## config.mk

```make
export PLATFORM = sky130hd
export DESIGN_NAME = hazard_unit
export DESIGN_NICKNAME = d
export VERILOG_FILES = /design/src/rtl/core_pkg.sv /design/src/rtl/hazard_perf_cnt.sv /design/src/rtl/hazard_unit.sv
export SDC_FILE = /design/constraint.sdc
export NUM_CORES = 1
export LEC_CHECK = 0
export ABC_AREA = 1
export CORE_MARGIN = 5
export CORE_UTILIZATION = 50
export CTS_BUF_LIST = sky130_fd_sc_hd__clkbuf_8
export CTS_CLUSTER_SIZE = 20
export DETAILED_ROUTE_END_ITERATION = 8
export PLACE_DENSITY_LB_ADDON = 0.2
export RECOVER_POWER = 25
export SKIP_LAST_GASP = 1
export SLEW_MARGIN = 0
export SYNTH_ARGS = -nofsm -noshare
export SYNTH_HDL_FRONTEND = slang
export SYNTH_HIERARCHICAL = 1
export SYNTH_SLANG_ARGS = --single-unit
```

## constraint.sdc

```tcl
create_clock -name clk -period 3.46 [get_ports clk]
set_input_delay 0.692 -clock clk [delete_from_list [all_inputs] [get_ports clk]]
set_output_delay 0.692 -clock clk [all_outputs]
set_load 0.01 [all_outputs]
```

## src/rtl/core_pkg.sv

```systemverilog
// Shared core types: hazard FSM encoding,
// NOP encoding and register-index width.
package core_pkg;

  localparam int REG_W = 5;

  localparam logic [31:0] NOP = 32'h0000_0013;

  typedef enum logic [1:0] {
    RUN      = 2'd0,
    LU_STALL = 2'd1,
    MEM_WAIT = 2'd2
  } hz_state_t;

endpackage

```

## src/rtl/hazard_perf_cnt.sv

```systemverilog
// Hazard performance counters and the
// sticky data-memory wait watchdog.
module hazard_perf_cnt #(
  parameter int CNT_W       = 32,
  parameter int MEM_TIMEOUT = 255
) (
  input  logic             clk,
  input  logic             rst_n,
  input  logic             stall_inc,
  input  logic             flush_inc,
  input  logic             wait_inc,
  output logic [CNT_W-1:0] stall_cnt,
  output logic [CNT_W-1:0] flush_cnt,
  output logic             mem_timeout
);

  logic [15:0] wd_q;
  logic [16:0] wd_nx;

  assign wd_nx = {1'b0, wd_q} + 17'd1;

  // Wrapping counters; watchdog runs only across a freeze streak
  always_ff @(posedge clk or negedge rst_n) begin
    if (!rst_n) begin
      stall_cnt   <= '0;
      flush_cnt   <= '0;
      wd_q        <= '0;
      mem_timeout <= 1'b0;
    end else begin
      if (stall_inc)
        stall_cnt <= stall_cnt + CNT_W'(1);
      if (flush_inc)
        flush_cnt <= flush_cnt + CNT_W'(1);
      if (wait_inc) begin
        if (wd_q != 16'hFFFF)
          wd_q <= wd_nx[15:0];
        if (wd_nx >= 17'(MEM_TIMEOUT))
          mem_timeout <= 1'b1;
      end else begin
        wd_q <= '0;
      end
    end
  end

endmodule

```

## src/rtl/hazard_unit.sv

```systemverilog
// Stall / bubble / flush control for the
// 5-stage pipe: load-use, redirect, dmem wait.
module hazard_unit
  import core_pkg::*;
#(
  parameter int LOAD_USE_CYCLES = 1,
  parameter int MEM_TIMEOUT     = 255,
  parameter int CNT_W           = 32
) (
  input  logic             clk,
  input  logic             rst_n,
  input  logic [4:0]       rs1_id,
  input  logic [4:0]       rs2_id,
  input  logic             use_rs1_id,
  input  logic             use_rs2_id,
  input  logic             ex_is_load,
  input  logic [4:0]       rd_ex,
  input  logic             branch_taken_ex,
  input  logic             dmem_req,
  input  logic             dmem_ready,
  output logic             pc_en,
  output logic             ifid_en,
  output logic             ifid_flush,
  output logic             idex_en,
  output logic             idex_bubble,
  output logic             exmem_en,
  output logic             memwb_bubble,
  output logic             mem_timeout,
  output logic [CNT_W-1:0] stall_cnt,
  output logic [CNT_W-1:0] flush_cnt
);

  localparam int LU_W = 2;

  hz_state_t state_q, state_d;
  logic [LU_W-1:0] lu_q, lu_d;
  logic lu_hazard;
  logic mem_stall;
  logic rs1_hit, rs2_hit;

  assign rs1_hit = use_rs1_id && (rs1_id == rd_ex);
  assign rs2_hit = use_rs2_id && (rs2_id == rd_ex);
  assign lu_hazard = ex_is_load && (rd_ex != '0)
                   && (rs1_hit || rs2_hit);
  assign mem_stall = dmem_req && !dmem_ready;

  // Mealy controls: freeze > redirect > load-use
  always_comb begin
    pc_en        = 1'b1;
    ifid_en      = 1'b1;
    ifid_flush   = 1'b0;
    idex_en      = 1'b1;
    idex_bubble  = 1'b0;
    exmem_en     = 1'b1;
    memwb_bubble = 1'b0;
    state_d      = state_q;
    lu_d         = lu_q;
    if (!rst_n) begin
      state_d = RUN;
      lu_d    = '0;
    end else if (mem_stall) begin
      pc_en        = 1'b0;
      ifid_en      = 1'b0;
      idex_en      = 1'b0;
      exmem_en     = 1'b0;
      memwb_bubble = 1'b1;
      state_d      = MEM_WAIT;
    end else if (branch_taken_ex) begin
      ifid_flush  = 1'b1;
      idex_bubble = 1'b1;
      state_d     = RUN;
      lu_d        = '0;
    end else begin
      unique case (state_q)
        RUN: begin
          if (lu_hazard) begin
            pc_en       = 1'b0;
            ifid_en     = 1'b0;
            idex_bubble = 1'b1;
            if (LOAD_USE_CYCLES > 1) begin
              state_d = LU_STALL;
              lu_d    = LU_W'(LOAD_USE_CYCLES - 1);
            end
          end
        end
        LU_STALL: begin
          pc_en       = 1'b0;
          ifid_en     = 1'b0;
          idex_bubble = 1'b1;
          lu_d        = lu_q - LU_W'(1);
          if (lu_q <= LU_W'(1))
            state_d = RUN;
        end
        MEM_WAIT: begin
          if (lu_q != '0) begin
            state_d = LU_STALL;
          end else begin
            state_d = RUN;
            if (lu_hazard) begin
              pc_en       = 1'b0;
              ifid_en     = 1'b0;
              idex_bubble = 1'b1;
              if (LOAD_USE_CYCLES > 1) begin
                state_d = LU_STALL;
                lu_d    = LU_W'(LOAD_USE_CYCLES - 1);
              end
            end
          end
        end
        default: begin
          state_d = RUN;
          lu_d    = '0;
        end
      endcase
    end
  end

  // FSM state and remaining load-use stall count
  always_ff @(posedge clk or negedge rst_n) begin
    if (!rst_n) begin
      state_q <= RUN;
      lu_q    <= '0;
    end else begin
      state_q <= state_d;
      lu_q    <= lu_d;
    end
  end

  hazard_perf_cnt #(
    .CNT_W       (CNT_W),
    .MEM_TIMEOUT (MEM_TIMEOUT)
  ) u_perf (
    .clk         (clk),
    .rst_n       (rst_n),
    .stall_inc   (!pc_en),
    .flush_inc   (ifid_flush),
    .wait_inc    (memwb_bubble),
    .stall_cnt   (stall_cnt),
    .flush_cnt   (flush_cnt),
    .mem_timeout (mem_timeout)
  );

endmodule

```

==> metrics.md, run 1 <==
| Metric | Value |
|---|---|
| Net switching power | `667 uW` |
| Antenna cells | `0` |
| Yosys top cell area share | `0.436` |
| Tot GR Track Use | `0.205` |
| Die width | `109 um` |
| CTS clk-pin slew, worst paths | `0.09 ns` |
| Gr ovfl total | `0` |
| Root buffer cell | `clkbuf_8` |
| Yosys Warn Count | `6` |
| Filler cells | `855` |
| CTS Hold Buffers Added | `0` |
| Setup Buffers After CTS | `0` |
| Int Power | `1590 uW` |
| Initial antenna violation count | `0` |
| Setup crit end kind | `primary output` |
| Top Usage Layer GRT | `met2` |
| Layout cell share with drive strength beyond 1 | `0.0902` |
| Per-cell routed wire length | `13.3 um` |
| Clock share of power | `0.309` |
| Top-Level Pins | `95` |
| Worst-Margin Slew | `1.98 ns` |
| Outcome | `finished, violations left` |
| Clock buffer depth | `2` |
| Maxcap violations | `1` |
| CP max FO | `8` |
| Vias in the first global route | `4,295` |
| I/O Buffers | `94` |
| Placed Area | `0.00597 mm2` |
| Number of synthesized register bits | `85` |
| Final Hold Fails | `0` |
| Via-to-Cell Ratio | `4.96` |
| Mux contribution to synthesized area | `0` |
| Syn_area_per_cell | `7.82 um2` |
| Library cells used by synthesis | `36` |
| Peak Freq | `306 MHz` |
| RSZ-0062 raised after global routing | `false` |
| First-pass GRT wire length | `19,400 um` |
| Cell mode on critical path | `nand2_1` |
| CP arrival | `2.58 ns` |
| Cell taking the most area after synthesis | `dfrtp_1` |
| Routability cong. | `0.875` |
| Setup CP Type | `in -> out` |
| Startpoint Class | `input pin` |
| Worst setup endpoint | `ifid_en` |
| P_leak | `0.00283 uW` |
| Final WL | `11,500 um` |
| TritonCTS sink count | `85` |
| Vias | `4,289` |
| Critical Path Source | `rd_ex[1]` |
| Largest net degree at the start of global routing | `49` |
| Crit path cell chain | `clkdlybuf4s50_1 -> inv_2 -> nand2_1 -> nand2_1 -> nor2_1 -> nand3_1 -> nand2_1 -> nand2_1 -> nand2_2 -> nand3_1 -> nand2_4 -> inv_2 -> clkdlybuf4s50_1` |
| Synth top area cells | `dfrtp_1 (44%), nand2_1 (14%), nor2_1 (5.5%), inv_1 (5.5%), xnor2_1 (5.2%)` |
| Clock skew | `0.00682 ns` |
| Critical path's largest stage delay | `0.51 ns` |
| Largest family of logic cells by synthesized area | `simple AND/OR/NAND/NOR gates` |
| Critical path's slowest cell | `clkdlybuf4s50_1` |
| Reg power frac | `0.508` |
| Net Sw Frac | `0.296` |
| Hold Path Class | `reg -> reg` |
| Syn Inst Count | `624` |
| Complex-gate fraction of the synthesized area | `0.0344` |
| Most frequent cells in the layout | `nand2_1 (178), clkdlybuf4s50_1 (92), dfrtp_1 (85), inv_1 (73), nor2_1 (72)` |
| GR Util met1 | `0.264` |
| Syn_nets | `653` |
| Post-CTS sizing | `0` |
| Adder-Cell Fraction of Synth Area | `0.0154` |
| Reg2reg end | `u_perf/stall_cnt[23]$_DFFE_PN0P_` |
| Rel. slew slack | `-0.320` |
| TritonCTS Buffers | `9` |
| Final TNS setup | `0 ns` |
| Drt pass-1 iters | `6` |
| Failing checks | `max-capacitance violations, max-slew violations` |
| Clock Latency Late Sink | `0.35 ns` |
| Reg-to-Reg Start | `lu_q[1]$_DFFE_PN0P_` |
| Max H-tree Level | `3` |
| Power density cells | `366 mW/mm2` |
| FF-to-FF setup slack | `1.04 ns` |
| Commonest non-fill, non-tap cell in the layout | `nand2_1` |
| Hpwl dp | `8850 um` |
| CTS tree | `built` |
| Power Total | `2260 uW` |
| Pins Over Slew Limit | `39` |
| Area growth syn-to-layout | `26.3%` |
| Cell Rows | `36` |
| Combinational share of power | `0.183` |
| CP required | `2.77 ns` |
| VDD IR max | `0.000377 V` |
| Hold Crit Depth | `2` |
| Initial Utilization | `0.506` |
| Simple-Gate Fraction of Synth Area | `0.336` |
| Final worst path period need | `3.27 ns` |
| Die H | `109 um` |
| Layout net count | `756` |
| Post-route cell area | `0.00616 mm2` |
| Xor/xnor share of the synthesized area | `0.104` |
| FF-to-FF path depth | `15` |
| Met2 usage | `0.342` |
| Core box area | `0.00964 mm2` |
| Sequential area share after synthesis | `0.436` |
| Post-synth design cell area | `0.00488 mm2` |
| Final count of negative-setup-slack endpoints | `0` |
| Die ar. | `0.0118 mm2` |
| DRT antenna net count | `0` |
| Fin crit share | `0.946` |
| GR Layer Usage met3 | `0.0545` |
| DRT iter0 DRCs | `180` |
| DR DRC count | `0` |
## power groups by stage
| stage | Combinational, uW | Sequential, uW | Clock, uW |
|---|---|---|---|
| detailed placement | 418 | 1170 | 0 |
| finish | 412 | 1150 | 697 |
| CTS | 421 | 1150 | 717 |
| global placement | 411 | 1170 | 0 |
| global route | 459 | 1160 | 774 |
| floorplan | 172 | 1180 | 0 |
## critical path, delay by kind of cell
kind | cells | cell delay [ns]
buf+inv | 4 | 1.10
simple gates | 9 | 0.78
## sequential cells by signal, indices dropped and copies added, names as in the netlist
register,cells
u_perf/wd_q,16
u_perf/flush_cnt,32
state_q,2
lu_q,2
u_perf/mem_timeout,1
u_perf/stall_cnt,32
## cells in the mapped netlist
library cell / number
xor2_1: 29
nand2_2: 8
nand4_1: 16
inv_2: 11
clkinv_1: 1
nor2_4: 7
nand3_2: 3
o21ai_1: 1
or2_2: 1
o22ai_1: 1
a21oi_2: 1
nand3b_1: 1
xnor2_1: 29
nand2_1: 178
nor2_2: 7
nor2_1: 72
buf_4: 3
o21ai_0: 11
o21bai_1: 1
nor3_2: 2
inv_4: 2
ha_1: 6
dfrtp_1: 85
or2_4: 1
a211oi_1: 1
nor4_1: 3
a31oi_1: 6
nand2_4: 2
buf_6: 1
inv_1: 71
a21oi_1: 8
clkbuf_1: 2
nand3_1: 35
nor3_4: 2
nor3_1: 14
nand3_4: 2
## worst min path at each step
stage / from / end / slack [ns]
floorplan: rst_n / lu_q[0]$_DFFE_PN0P_ / 0.40
global placement: u_perf/mem_timeout$_DFFE_PN0P_ / u_perf/mem_timeout$_DFFE_PN0P_ / 0.45
detailed placement: u_perf/mem_timeout$_DFFE_PN0P_ / u_perf/mem_timeout$_DFFE_PN0P_ / 0.45
CTS: rst_n / u_perf/wd_q[4]$_DFFE_PN0P_ / 0.42
global route: u_perf/stall_cnt[31]$_DFFE_PN0P_ / u_perf/stall_cnt[31]$_DFFE_PN0P_ / 0.52
finish: u_perf/mem_timeout$_DFFE_PN0P_ / u_perf/mem_timeout$_DFFE_PN0P_ / 0.48
## per-stage QoR
stage	hold WS [ns]	instances	worst slack, ns	util
finish	0.483	865	0.188	0.639
global route	0.516	865	0.00300	0.639
CTS	0.418	865	0.153	0.640
detailed placement	0.451	849	0.150	0.620
global placement	0.450	849	0.226	0.620
floorplan	0.396	624	0.884	-
## per-layer routing
| metal | share of wire | wire length, um |
|---|---|---|
| met1 | 0.44 | 5100 |
| met2 | 0.50 | 5730 |
| met3 | 0.044 | 510 |
| met4 | 0.013 | 155 |
| met5 | 0 | 0 |
## cell type report
type | instances | area, um2 | area share
Clock buffer | 9 | 124 | 0.0201
Clock inverter | 7 | 67.6 | 0.0110
Tap cell | 133 | 166 | 0.0270
Multi-Input combinational cell | 448 | 2390 | 0.388
Sequential cell | 85 | 2130 | 0.345
Inverter | 85 | 324 | 0.0526
Timing Repair Buffer | 98 | 961 | 0.156
## logic make-up after synthesis
logic type	count (synthesis)
AO/OA/AOI/OAI	30
XOR/XNOR	58
adder cells (fa/ha/maj)	6
buffers and inverters	91
flip-flops	85
AND/OR/NAND/NOR	354
No activity file was read; power rests on OpenSTA's default activity.
==> run 2, diff against run 1 <==
--- a/config.mk
+++ b/config.mk
@@ -11,9 +11,8 @@
 export CTS_BUF_LIST = sky130_fd_sc_hd__clkbuf_8
 export CTS_CLUSTER_SIZE = 20
 export DETAILED_ROUTE_END_ITERATION = 8
-export PLACE_DENSITY_LB_ADDON = 0.2
+export PLACE_DENSITY = 0.77
 export RECOVER_POWER = 25
-export SKIP_LAST_GASP = 1
 export SLEW_MARGIN = 0
 export SYNTH_ARGS = -nofsm -noshare
 export SYNTH_HDL_FRONTEND = slang
==> run 2 against run 1 <==
The flow now finishes without violations. Design area increased by 0.28%. Maximum frequency increased by 1.2%. Wire length decreased by 3.5%. Setup slack improved by 0.039 ns. Clock power increased by 8.3%. Critical path depth unchanged. Via count increased by 1.3%. Sequential share of layout area decreased by 0.098 points. Final cell count decreased by 0.12%. Utilization increased by 0.18 points. Sequential cell count unchanged. Largest power group unchanged.
==> metrics.md, run 2 (synthesized netlist as in run 1, its figures left out) <==
| Metric | Value |
|---|---|
| Cell Rows | `36 (unchanged)` |
| Die width | `109 um (unchanged)` |
| Worst-Margin Slew | `1.29 ns (was 1.98 ns)` |
| Top Usage Layer GRT | `met2 (unchanged)` |
| Layout cell share with drive strength beyond 1 | `0.0862 (was 0.0902)` |
| Largest regs | `u_perf/flush_cnt (32), u_perf/stall_cnt (32), u_perf/wd_q (16) (unchanged)` |
| Maxcap violations | `0 (was 1)` |
| Tot GR Track Use | `0.200 (was 0.205)` |
| Max H-tree Level | `3 (unchanged)` |
| Setup Buffers After CTS | `0 (unchanged)` |
| Fin crit share | `0.934 (was 0.946)` |
| Pins Over Slew Limit | `0 (was 39)` |
| Power Total | `2320 uW (was 2260 uW)` |
| Die H | `109 um (unchanged)` |
| Antenna cells | `0 (unchanged)` |
| GR Layer Usage met3 | `0.0343 (was 0.0545)` |
| Gr ovfl total | `0 (unchanged)` |
| Largest net degree at the start of global routing | `60 (was 49)` |
| DRT antenna net count | `0 (unchanged)` |
| Root buffer cell | `clkbuf_8 (unchanged)` |
| RSZ-0062 raised after global routing | `false (unchanged)` |
| Die ar. | `0.0118 mm2 (unchanged)` |
| Peak Freq | `309 MHz (was 306 MHz)` |
| Final TNS setup | `0 ns (unchanged)` |
| Final Hold Fails | `0 (unchanged)` |
| CTS clk-pin slew, worst paths | `0.07 ns (was 0.09 ns)` |
| CTS tree | `built (unchanged)` |
| Vias | `4,343 (was 4,289)` |
| Setup crit end kind | `primary output (unchanged)` |
| Initial antenna violation count | `0 (unchanged)` |
| Met2 usage | `0.346 (was 0.342)` |
| CTS Hold Buffers Added | `0 (unchanged)` |
| Clock Latency Late Sink | `0.34 ns (was 0.35 ns)` |
| Core box area | `0.00964 mm2 (unchanged)` |
| DR DRC count | `0 (unchanged)` |
| First-pass GRT wire length | `19,200 um (was 19,400 um)` |
| TritonCTS sink count | `85 (unchanged)` |
| P_leak | `0.00284 uW (was 0.00283 uW)` |
| GR Util met1 | `0.256 (was 0.264)` |
| VDD IR max | `0.000399 V (was 0.000377 V)` |
| Post-CTS sizing | `0 (unchanged)` |
| Clock skew | `0.0148 ns (was 0.00682 ns)` |
| Outcome | `finished, final reports clean (was finished, violations left)` |
| Top-Level Pins | `95 (unchanged)` |
| CP required | `2.77 ns (about the same)` |
| Layout net count | `756 (unchanged)` |
| Drt pass-1 iters | `5 (was 6)` |
| Final hold slack | `0.285 ns (was 0.483 ns)` |
| Final setup margin | `0.227 ns (was 0.188 ns)` |
| Commonest non-fill, non-tap cell in the layout | `nand2_1 (unchanged)` |
| Final WL | `11,100 um (was 11,500 um)` |
| Area growth syn-to-layout | `26.6% (was 26.3%)` |
| DP Worst Slack | `0.155 ns (was 0.150 ns)` |
| Routability cong. | `0.911 (was 0.875)` |
| DRT iter0 DRCs | `207 (was 180)` |
| I/O Buffers | `94 (unchanged)` |
| Most frequent cells in the layout | `nand2_1 (178), clkdlybuf4s50_1 (92), dfrtp_1 (85), inv_1 (73), nor2_1 (73) (was nand2_1 (178), clkdlybuf4s50_1 (92), dfrtp_1 (85), inv_1 (73), nor2_1 (72))` |
| Per-cell routed wire length | `12.8 um (was 13.3 um)` |
| Setup CP Type | `in -> out (unchanged)` |
| Startpoint Class | `input pin (unchanged)` |
| TritonCTS Buffers | `9 (unchanged)` |
| Initial Utilization | `0.506 (unchanged)` |
| Rel. slew slack | `0.139 (was -0.320)` |
| Hpwl dp | `8630 um (was 8850 um)` |
| Final count of negative-setup-slack endpoints | `0 (unchanged)` |
| Power density cells | `375 mW/mm2 (was 366 mW/mm2)` |
| CP arrival | `2.54 ns (was 2.58 ns)` |
| Via-to-Cell Ratio | `5.03 (was 4.96)` |
| Vias in the first global route | `4,368 (was 4,295)` |
| Final worst path period need | `3.23 ns (was 3.27 ns)` |
| CP max FO | `8 (unchanged)` |
| Clock buffer depth | `2 (unchanged)` |
| Hold Path Class | `in -> async (was reg -> reg)` |
run 2: final timing paths:
check / startpoint / endpoint / slack, ns / depth (start not counted)
min reg2reg: u_perf/stall_cnt[31]$_DFFE_PN0P_ / u_perf/stall_cnt[31]$_DFFE_PN0P_ / 0.48 / 1
min in group clk: u_perf/stall_cnt[31]$_DFFE_PN0P_ / u_perf/stall_cnt[31]$_DFFE_PN0P_ / 0.48 / 1
max in group asynchronous: rst_n / u_perf/flush_cnt[28]$_DFFE_PN0P_ / 0.55 / 3
max reg2reg: lu_q[1]$_DFFE_PN0P_ / u_perf/stall_cnt[27]$_DFFE_PN0P_ / 1.02 / 17
max: rd_ex[4] / pc_en / 0.23 / 13
min: rst_n / state_q[0]$_DFFE_PN0P_ / 0.28 / 1
run 2: final cells by class:
cell class	instances	area, um2
inverter	85	324
sequential	85	2130
multi-input combinational	448	2390
clock inverter	5	76.3
tap	133	166
fill	866	3460
timing repair buffer	98	958
clock buffer	10	138
run 2: routing by layer:
metal	routed length (um)	vias up	part of all wire
met5	0	-	0
met4	146	0	0.013
met3	559	19	0.050
met2	5450	121	0.49
met1	4930	2039	0.44
li1	-	2164	-
run 2: worst max-delay path, stage by stage:
cell and delay [ns]:
clkdlybuf4s50_1 0.53, inv_2 0.05, nand2_1 0.06, nand2_1 0.05
nor2_1 0.09, nand3_1 0.07, nand2_1 0.07, nand2_1 0.06
nand2_2 0.06, nand3_1 0.11, nand2_4 0.17, inv_2 0.06
clkdlybuf4s50_1 0.48
run 2: through the flow:
stage,cell area (um2),util,instances
2_1_floorplan,4880,-,624
3_3_place_gp,5970,0.620,849
3_5_place_dp,5970,0.620,849
4_1_cts,6190,0.642,864
5_1_grt,6180,0.641,864
6_report,6180,0.641,864
run 2: report_power, final:
part | internal (uW) | switching (uW) | total, uW
combinational | 202 | 212 | 414
clock | 419 | 336 | 755
sequential | 1060 | 95.5 | 1150
total | 1680 | 644 | 2320
==> run 3, diff against run 2 <==
==> constraint.sdc (replaced) <==
create_clock -name clk -period 3.11 [get_ports clk]
set_input_delay 0.622 -clock clk [delete_from_list [all_inputs] [get_ports clk]]
set_output_delay 0.622 -clock clk [all_outputs]
set_load 0.01 [all_outputs]
==> run 3 against run 2 <==
The flow now finishes with violations (max-capacitance violations, max-slew violations). Clock skew fell by 0.0039 ns. Power is 5.0% higher. Critical path depth decreased by 6. Highest routed layer unchanged.
==> metrics.md, run 3 (synthesized netlist as in run 1, its figures left out) <==
| Metric | Value |
|---|---|
| Power Total | `2440 uW (was 2320 uW)` |
| Hpwl dp | `8950 um (was 8630 um)` |
| DRT antenna net count | `0 (unchanged)` |
| Via-to-Cell Ratio | `5.00 (was 5.03)` |
| Initial antenna violation count | `0 (unchanged)` |
| Critical path's largest stage delay | `0.56 ns (was 0.53 ns)` |
| Antenna cells | `0 (unchanged)` |
| Drt pass-1 iters | `4 (was 5)` |
| Final worst path period need | `2.90 ns` |
| FF-to-FF path depth | `18 (was 17)` |
| Worst-Margin Slew | `1.81 ns (was 1.29 ns)` |
| Largest net degree at the start of global routing | `41 (was 60)` |
| Hold Path Class | `in -> async (unchanged)` |
| CTS Hold Buffers Added | `0 (unchanged)` |
| Root buffer cell | `clkbuf_8 (unchanged)` |
| Startpoint Class | `input pin (unchanged)` |
| Power density cells | `392 mW/mm2 (was 375 mW/mm2)` |
| Crit path cell chain | `dlygate4sd3_1 -> nor2_1 -> inv_1 -> nand2_1 -> nor2_1 -> buf_4 -> clkdlybuf4s50_1 (was clkdlybuf4s50_1 -> inv_2 -> nand2_1 -> nand2_1 -> nor2_1 -> nand3_1 -> nand2_1 -> nand2_1 -> nand2_2 -> nand3_1 -> nand2_4 -> inv_2 -> clkdlybuf4s50_1)` |
| Clock buffer depth | `2 (unchanged)` |
| Final WL | `11,500 um (was 11,100 um)` |
| I/O Buffers | `94 (unchanged)` |
| TritonCTS Buffers | `9 (unchanged)` |
| Peak Freq | `345 MHz` |
| First-pass GRT wire length | `19,800 um (was 19,200 um)` |
| VDD IR max | `0.000390 V (was 0.000399 V)` |
| Commonest non-fill, non-tap cell in the layout | `nand2_1 (unchanged)` |
| Rel. slew slack | `-0.207 (was 0.139)` |
| Final TNS setup | `0 ns (unchanged)` |
| Setup CP Type | `in -> out (unchanged)` |
| Vias | `4,357 (was 4,343)` |
| Per-cell routed wire length | `13.2 um (was 12.8 um)` |
| Area occupied by multi-input gates | `0.00239 mm2 (unchanged)` |
| Max H-tree Level | `3 (unchanged)` |
| Final Hold Fails | `0 (unchanged)` |
| CP arrival | `2.28 ns (was 2.54 ns)` |
| Die H | `109 um (unchanged)` |
| Tot GR Track Use | `0.208 (was 0.200)` |
| Cell mode on critical path | `nor2_1 (was nand2_1)` |
| Routability cong. | `0.887 (was 0.911)` |
| Vias in the first global route | `4,464 (was 4,368)` |
| Largest regs | `u_perf/flush_cnt (32), u_perf/stall_cnt (32), u_perf/wd_q (16) (unchanged)` |
| Setup crit end kind | `primary output (unchanged)` |
| Final hold slack | `0.106 ns (was 0.285 ns)` |
| Most frequent cells in the layout | `nand2_1 (178), clkdlybuf4s50_1 (86), dfrtp_1 (85), inv_1 (74), nor2_1 (73) (was nand2_1 (178), clkdlybuf4s50_1 (92), dfrtp_1 (85), inv_1 (73), nor2_1 (73))` |
| TritonCTS sink count | `85 (unchanged)` |
| Top-Level Pins | `95 (unchanged)` |
| Outcome | `finished, violations left (was finished, final reports clean)` |
| Cell Rows | `36 (unchanged)` |
| Placed Area | `0.00603 mm2 (was 0.00597 mm2)` |
| CTS clk-pin slew, worst paths | `0.09 ns (was 0.07 ns)` |
| Filler cells | `871 (was 866)` |
| Register Area | `0.00213 mm2 (unchanged)` |
| Critical path's slowest cell | `clkdlybuf4s50_1 (unchanged)` |
| Fin util | `0.645 (was 0.641)` |
| Pins Over Slew Limit | `36 (was 0)` |
| Gr ovfl total | `0 (unchanged)` |
| DRT iter0 DRCs | `162 (was 207)` |
| Clock Latency Late Sink | `0.36 ns (was 0.34 ns)` |
| Core box area | `0.00964 mm2 (unchanged)` |
| Die width | `109 um (unchanged)` |
| Layout net count | `764 (was 756)` |
| Layout cell share with drive strength beyond 1 | `0.0974 (was 0.0862)` |
| Maxcap violations | `1 (was 0)` |
| Failing checks | `max-capacitance violations, max-slew violations` |
| Initial Utilization | `0.506 (unchanged)` |
| Die ar. | `0.0118 mm2 (unchanged)` |
| RSZ-0062 raised after global routing | `false (unchanged)` |
| Post-route cell area | `0.00621 mm2 (was 0.00618 mm2)` |
| DR DRC count | `0 (unchanged)` |
| Area growth syn-to-layout | `27.3% (was 26.6%)` |
| Fin crit share | `0.932` |
| CP required | `2.49 ns (was 2.77 ns)` |
| Final count of negative-setup-slack endpoints | `0 (unchanged)` |
| CP max FO | `10 (was 8)` |
| CTS tree | `built (unchanged)` |
| P_leak | `0.00291 uW (was 0.00284 uW)` |
| Clock skew | `0.0109 ns (was 0.0148 ns)` |
run 3: cell count changes in the layout (fill, tap and decap cells not counted), sizes merged:
| cell | previous run | this run |
|---|---|---|
| clkinvlp | 1 | 2 |
| clkdlybuf4s50 | 92 | 86 |
| inv | 84 | 85 |
| buf | 3 | 11 |
| dlymetal6s2s | 0 | 6 |
| bufinv | 2 | 0 |
run 3: stage by stage:
stage	instances	setup slack [ns]
6_report	872	0.212
2_1_floorplan	624	0.604
5_1_grt	872	0.0498
3_5_place_dp	856	-0.0156
4_1_cts	871	0.0134
3_3_place_gp	856	0.0114
run 3: final cells by class:
class / count / area share
multi-input cells: 448 / 0.385
flip-flops and latches: 85 / 0.342
repair buffers: 106 / 0.167
inverters: 85 / 0.0521
well taps: 133 / 0.0268
clock buffers: 10 / 0.0221
clock inverters: 5 / 0.00463
run 3: worst max-delay path: cells and delay by family:
family                 cells  cell delay, ns
buffers and inverters      4            1.39
AND/OR/NAND/NOR            3            0.26
run 3: what timing repair did:
item	4_1_cts	5_1_grt
pin swaps	0	1
buffers inserted	0	1
endpoints found under the setup margin	2	3
resized for setup	1	7
run 3: path summary, 6_finish.rpt:
kind                            slack (ns)                          endpoint                              from
worst max-delay path                  0.21                        ifid_flush                        dmem_ready
worst min-delay path                  0.11   u_perf/flush_cnt[4]$_DFFE_PN0P_                             rst_n
worst max register to register        0.70  u_perf/stall_cnt[27]$_DFFE_PN0P_               lu_q[1]$_DFFE_PN0P_
worst min register to register        0.48  u_perf/stall_cnt[31]$_DFFE_PN0P_  u_perf/stall_cnt[31]$_DFFE_PN0P_
max in group asynchronous             0.57  u_perf/stall_cnt[20]$_DFFE_PN0P_                             rst_n
min in group clk                      0.48  u_perf/stall_cnt[31]$_DFFE_PN0P_  u_perf/stall_cnt[31]$_DFFE_PN0P_
run 3: metal layers:
layer,GRT usage,part of all wire
met5,0,0
met4,0.0748,0.012
met3,0.0462,0.048
met2,0.353,0.49
met1,0.261,0.45
run 3: power breakdown:
group / internal (uW) / switching [uW] / total [uW]
registers: 1180 / 109 / 1280
clock network: 302 / 380 / 682
logic: 228 / 243 / 471
total: 1700 / 732 / 2440
